### src/rtl/ex_muldiv.sv
// ex_muldiv: iterative RV64M multiply/divide unit in the execute stage.
// Optional `MULDIV_FAST_MUL_EN`: single-cycle multiplier for all multiply ops; divides stay iterative.
module ex_muldiv #(
  parameter int XLEN = 64
) (
  input  logic            clk,
  input  logic            reset,
  input  logic            valid,
  input  logic [2:0]      op,
  input  logic            word,
  input  logic [XLEN-1:0] src1,
  input  logic [XLEN-1:0] src2,
  input  logic            flush,
  input  logic            hold,
  output logic            stall,
  output logic            busy,
  output logic            done,
  output logic [XLEN-1:0] result
);
  localparam int HW = XLEN / 2;
  localparam int CW = $clog2(XLEN);

  typedef enum logic [1:0] {IDLE, RUN, DONE} state_t;

  typedef struct packed {
    logic is_div;
    logic is_rem;
    logic hi_sel;
    logic neg_q;
    logic neg_r;
    logic word;
  } ctl_t;

  state_t          state_q, state_d;
  ctl_t            ctl_d, ctl_q, spec_ctl;
  logic [CW-1:0]   cnt_q;
  logic [XLEN-1:0] hi_q, lo_q, opnd_q;

  // Sign/word fix-up. Multiply: {p_hi,p_lo} is the unsigned product.
  // Divide: p_hi is the remainder magnitude, p_lo the quotient magnitude.
  function automatic logic [XLEN-1:0] fixup(input logic [XLEN-1:0] p_hi,
                                            input logic [XLEN-1:0] p_lo,
                                            input ctl_t c);
    logic [2*XLEN-1:0] prod;
    logic [XLEN-1:0]   v;
    prod = c.neg_q ? -{p_hi, p_lo} : {p_hi, p_lo};
    if (c.is_div) v = c.is_rem ? (c.neg_r ? -p_hi : p_hi) : (c.neg_q ? -p_lo : p_lo);
    else          v = c.hi_sel ? prod[2*XLEN-1:XLEN] : prod[XLEN-1:0];
    return c.word ? {{HW{v[HW-1]}}, v[HW-1:0]} : v;
  endfunction

  // Operand decode at accept
  logic            sgn_a, sgn_b, a_neg, b_neg, div0, ovf, special, fast;
  logic [XLEN-1:0] a_ext, b_ext, a_mag, b_mag, min_val, spec_hi, spec_lo, fast_res;

  always_comb begin
    sgn_a   = op[2] ? ~op[0] : (word | (op[1:0] != 2'b11));
    sgn_b   = op[2] ? ~op[0] : (word | ~op[1]);
    a_ext   = word ? {{HW{sgn_a & src1[HW-1]}}, src1[HW-1:0]} : src1;
    b_ext   = word ? {{HW{sgn_b & src2[HW-1]}}, src2[HW-1:0]} : src2;
    a_neg   = sgn_a & a_ext[XLEN-1];
    b_neg   = sgn_b & b_ext[XLEN-1];
    a_mag   = a_neg ? -a_ext : a_ext;
    b_mag   = b_neg ? -b_ext : b_ext;
    min_val = word ? {{(HW+1){1'b1}}, {(HW-1){1'b0}}} : {1'b1, {(XLEN-1){1'b0}}};
    div0    = op[2] & (b_ext == '0);
    ovf     = op[2] & ~op[0] & (a_ext == min_val) & (&b_ext);
    special = div0 | ovf;
    spec_hi = div0 ? a_ext : '0;
    spec_lo = div0 ? '1 : a_ext;

    ctl_d        = '0;
    ctl_d.is_div = op[2];
    ctl_d.is_rem = op[2] & op[1];
    ctl_d.hi_sel = ~op[2] & ~word & (op[1:0] != 2'b00);
    ctl_d.neg_q  = a_neg ^ b_neg;
    ctl_d.neg_r  = a_neg;
    ctl_d.word   = word;

    // special-case results are already signed values
    spec_ctl       = ctl_d;
    spec_ctl.neg_q = 1'b0;
    spec_ctl.neg_r = 1'b0;
  end

`ifdef MULDIV_FAST_MUL_EN
  logic [2*XLEN-1:0] fast_p;
  assign fast     = ~op[2];
  assign fast_p   = {{XLEN{1'b0}}, a_mag} * {{XLEN{1'b0}}, b_mag};
  assign fast_res = fixup(fast_p[2*XLEN-1:XLEN], fast_p[XLEN-1:0], ctl_d);
`else
  assign fast     = 1'b0;
  assign fast_res = '0;
`endif

  // One iteration: shift-add multiply (shift right) or restoring divide (shift left)
  logic [XLEN:0]   sum;
  logic            ge;
  logic [XLEN-1:0] diff, nxt_hi, nxt_lo, run_res;

  always_comb begin
    sum  = {1'b0, hi_q} + (lo_q[0] ? {1'b0, opnd_q} : '0);
    ge   = {hi_q, lo_q[XLEN-1]} >= {1'b0, opnd_q};
    diff = {hi_q[XLEN-2:0], lo_q[XLEN-1]} - opnd_q;
    if (ctl_q.is_div) begin
      nxt_hi = ge ? diff : {hi_q[XLEN-2:0], lo_q[XLEN-1]};
      nxt_lo = {lo_q[XLEN-2:0], ge};
    end else begin
      nxt_hi = sum[XLEN:1];
      nxt_lo = {sum[0], lo_q[XLEN-1:1]};
    end
  end

  assign run_res = fixup(nxt_hi, nxt_lo, ctl_q);

  always_comb begin
    state_d = state_q;
    case (state_q)
      IDLE:    if (valid) state_d = (special | fast) ? DONE : RUN;
      RUN:     if (cnt_q == '0) state_d = DONE;
      DONE:    if (!hold) state_d = IDLE;
      default: state_d = IDLE;
    endcase
    if (flush) state_d = IDLE;
    stall = valid & (state_q != DONE);
    busy  = (state_q != IDLE);
    done  = (state_q == DONE);
  end

  always_ff @(posedge clk) begin
    if (reset) state_q <= IDLE;
    else       state_q <= state_d;
  end

  // flush leaves result untouched; the rest is reloaded on the next accept
  always_ff @(posedge clk) begin
    if (reset) begin
      hi_q   <= '0;
      lo_q   <= '0;
      opnd_q <= '0;
      ctl_q  <= '0;
      cnt_q  <= '0;
      result <= '0;
    end else if (!flush) begin
      case (state_q)
        IDLE: if (valid) begin
          hi_q   <= '0;
          lo_q   <= op[2] ? a_mag : b_mag;
          opnd_q <= op[2] ? b_mag : a_mag;
          ctl_q  <= ctl_d;
          cnt_q  <= CW'(XLEN - 1);
          if (special)   result <= fixup(spec_hi, spec_lo, spec_ctl);
          else if (fast) result <= fast_res;
        end
        RUN: begin
          hi_q <= nxt_hi;
          lo_q <= nxt_lo;
          if (cnt_q == '0) result <= run_res;
          else             cnt_q  <= cnt_q - CW'(1);
        end
        default: ;
      endcase
    end
  end

endmodule
### config.mk
export PLATFORM = sky130hd
export DESIGN_NAME = ex_muldiv
export DESIGN_NICKNAME = d
export VERILOG_FILES = /design/src/rtl/ex_muldiv.sv
export SDC_FILE = /design/constraint.sdc
export NUM_CORES = 2
export LEC_CHECK = 0
export BUFFER_PORTS_ARGS = -buffer_cell sky130_fd_sc_hd__buf_2
export CAP_MARGIN = 5
export CELL_PAD_IN_SITES_DETAIL_PLACEMENT = 0
export CELL_PAD_IN_SITES_GLOBAL_PLACEMENT = 2
export CORE_AREA = 2 2 301 303
export CTS_BUF_LIST = sky130_fd_sc_hd__clkbuf_16
export CTS_CLUSTER_DIAMETER = 30
export DETAILED_ROUTE_END_ITERATION = 7
export DIE_AREA = 0 0 303 305
export PLACE_DENSITY_LB_ADDON = 0.1
export RECOVER_POWER = 50
export SLEW_MARGIN = 20
export SYNTH_ARGS = -nofsm -noshare
export SYNTH_HDL_FRONTEND = slang
export SYNTH_SLANG_ARGS = --single-unit
### constraint.sdc
create_clock -name clk -period 13.15 [get_ports clk]
set_input_delay 2.63 -clock clk [delete_from_list [all_inputs] [get_ports clk]]
set_output_delay 2.63 -clock clk [all_outputs]
set_load 0.03 [all_outputs]
==> results.cfg <==
[pwr]
ir_worst_vdd_mv = 0.0936
p_leak_nw = 14.7
power_density_mw_per_mm2 = 105
finalPower_mw = 4.07

[worst_setup_path]
critPathMaxFanout = 30
crit_path_start_kind = register
end_kind = register
worstSetupPathType = register to register
timing.rr.start = hi_q[37]
critPathLaunch = hi_q[37]
slowest_stage = nor4_1
crit_required_ns = 13.65
max_stage_delay_ns = 0.87
reg2reg_to = result[34]
worstPathArrival_ns = 9.35
cp-endpoint = result[34]
r2r_cells = 26
reg2reg_slack_ns = 4.30

[floorplanning]
dieArea_mm2 = 0.0924
core_area_mm2 = 0.0893
num_rows = 110
start_util = 0.386
ioPinCount = 204
die_w_um = 303
die_height_um = 305

[synth]
syn_inst = 5144
yosysWarnings = 0
ys_top_cells_by_area = dfxtp_1 16%, nor2_1 7.3%, a21oi_1 7.1%
yosys.area.top_type = dfxtp_1
syn_avg_cell_area_um2 = 6.71
synth_flop_cell = dfxtp_1
synth.top_cells.by_count = 667 x nor2_1, 575 x nand2_1, 491 x a21oi_1
synth.most_common_cell = nor2_1
synth_top_area_frac = 0.157
postSynth.asyncResetShare = 0
synth-edff-count = 0
ys_types = 122
yosys_register_bits = 270
syn_nets = 5418
post_synth_instance_area_mm2 = 0.0345
seq_area_frac_synth = 0.157

[cells_and_area]
final_area_mm2 = 0.0387
final_nets = 5409
fin_util = 0.434
fin_cells = 6371
diodes = 0
final_layout_size_suffix_gt1_frac = 0.0941
syn_to_final_growth_pct = 12.2

[timing]
tightest_slew_ns = 5.32
finalCriticalPeriod_ns = 8.85
hold_violations = 0
setup_ws_ns = 4.30
rsz0062_at_grt = no
whs_ns = 0.448
slew_headroom = -2.55
setup_viol = 0
max_clock_freq_ghz = 0.113
fin_worst_skew_ns = 0.0298
fin_crit_sh = 0.673
fin_tns_setup_ns = 0
finalMaxSlewViolations = 121

[drt]
drt_iter0_drc = 4449
viasPerCell = 6.36
wl_met2_um = 72800
num_vias = 40539
top_layer = met4
drt-met1-wl_um = 80700
first_pass_iters = 8
wire_per_inst_um = 27.4
drc_errors = 0
routed_wl_um = 175000
antenna_left = 0
dr_wl_met3_um = 14600

[cts]
cts_setup_buffers = 0
clk_latency_ns = 0.64
clk_path_buf_depth = 3
cts_sinks = 270
cts_root_buf = clkbuf_16
clk_pin_slew_ns = 0.04
post_cts_resized = 0
postCtsHoldBufs = 0
numCtsBuffers = 84
cts_tree = yes
htree_levels = 3

[grt]
grt_pass1_wl_um = 254000
grt_start_max_net_pins = 139
grt_overflow = 0
first_global_vias = 37116
grt_usage = 0.365
antenna_found_initial = 2

[status]
violations = max-capacitance violations, max-slew violations
status = complete, but fails checks

[place]
placed_area_mm2 = 0.0362
dp_slack_ns = 4.50
hpwl_um = 136000
dp.cells = 6225
place_congestion = 0.996
io_buffers = 203

[worst_hold_path]
hp-class = register to register

[run]
cap_violations = 2
## cell families (layout without fill, tap and decap cells)
family                   count (synthesis)  in the layout  synth area share
adder cells (fa/ha/maj)                180            180            0.0626
flip-flops                             270            270             0.157
multiplexers                           124            124            0.0369
AND/OR/NAND/NOR                       2000           2000             0.271
AO/OA/AOI/OAI                         1728           1728             0.329
XOR/XNOR                               330            330            0.0837
buffers and inverters                  512            563            0.0608
## worst max-delay path: cells and delay by family, from the launching register on
family,cells,cell delay [ns]
muxes,1,0.32
adders and majority gates,2,0.65
DFF,1,0.44
buffers and inverters,2,0.48
AOI/OAI and AO/OA,10,2.46
and+or+nand+nor,11,4.29
## layout by cell type (no fill, tap or decap), types with 28 or more instances in the layout
master	synthesis	final
o21a_1	47	46
maj3_1	43	43
nand2b_1	33	31
o31ai_1	55	55
a31oi_1	47	47
or3_1	44	44
nor2b_1	32	31
a21o_1	64	64
nand3_1	109	108
a22oi_1	84	84
nor4_1	53	53
dfxtp_1	270	265
buf_4	7	87
a21oi_1	491	491
ha_1	135	135
nand2_1	575	575
o211ai_1	94	94
xor2_1	143	143
clkbuf_1	274	68
a221oi_1	30	30
inv_1	122	131
o21ai_0	330	329
and2_1	28	28
buf_2	58	134
mux2i_1	101	101
nor3_1	191	190
nor2_1	667	662
clkbuf_16	0	87
a211oi_1	152	148
or2_2	28	28
nand4_1	89	89
or4_1	29	29
xnor2_1	187	187
## state kept, by name (all words and copies together), names as in the netlist
register / count
lo_q: 64
hi_q: 64
cnt_q: 6
state_q: 2
ctl_q: 6
opnd_q: 64
result: 64
## routing by layer
metal / vias to the layer above / track usage
li1: 18975 / -
met1: 19429 / 0.532
met2: 1841 / 0.531
met3: 294 / 0.0651
met4: 0 / 0.131
met5: - / 0
## final cells by class
| type | instances | area, µm² |
|---|---|---|
| inverter | 124 | 469 |
| tap | 1176 | 1470 |
| fill | 9655 | 50600 |
| sequential | 270 | 5420 |
| clock inverter | 59 | 443 |
| timing repair buffer | 293 | 1650 |
| clock buffer | 87 | 2180 |
| multi-input combinational | 4362 | 27100 |
## worst min-delay path by stage
stage / to / start / slack, ns / depth (start not counted)
3_5_place_dp: result[47] / result[47] / 0.44 / 2
4_1_cts: opnd_q[53] / opnd_q[53] / 0.45 / 2
2_1_floorplan: opnd_q[12] / opnd_q[12] / 0.43 / 2
3_3_place_gp: opnd_q[53] / opnd_q[53] / 0.44 / 2
5_1_grt: opnd_q[53] / opnd_q[53] / 0.46 / 2
6_report: opnd_q[12] / opnd_q[12] / 0.45 / 2
## report_power, final
| part | internal [mW] | switching [mW] |
|---|---|---|
| clock network | 1.29 | 0.614 |
| registers | 0.858 | 0.0399 |
| logic | 0.393 | 0.875 |
No activity file was read; power rests on OpenSTA's default activity.
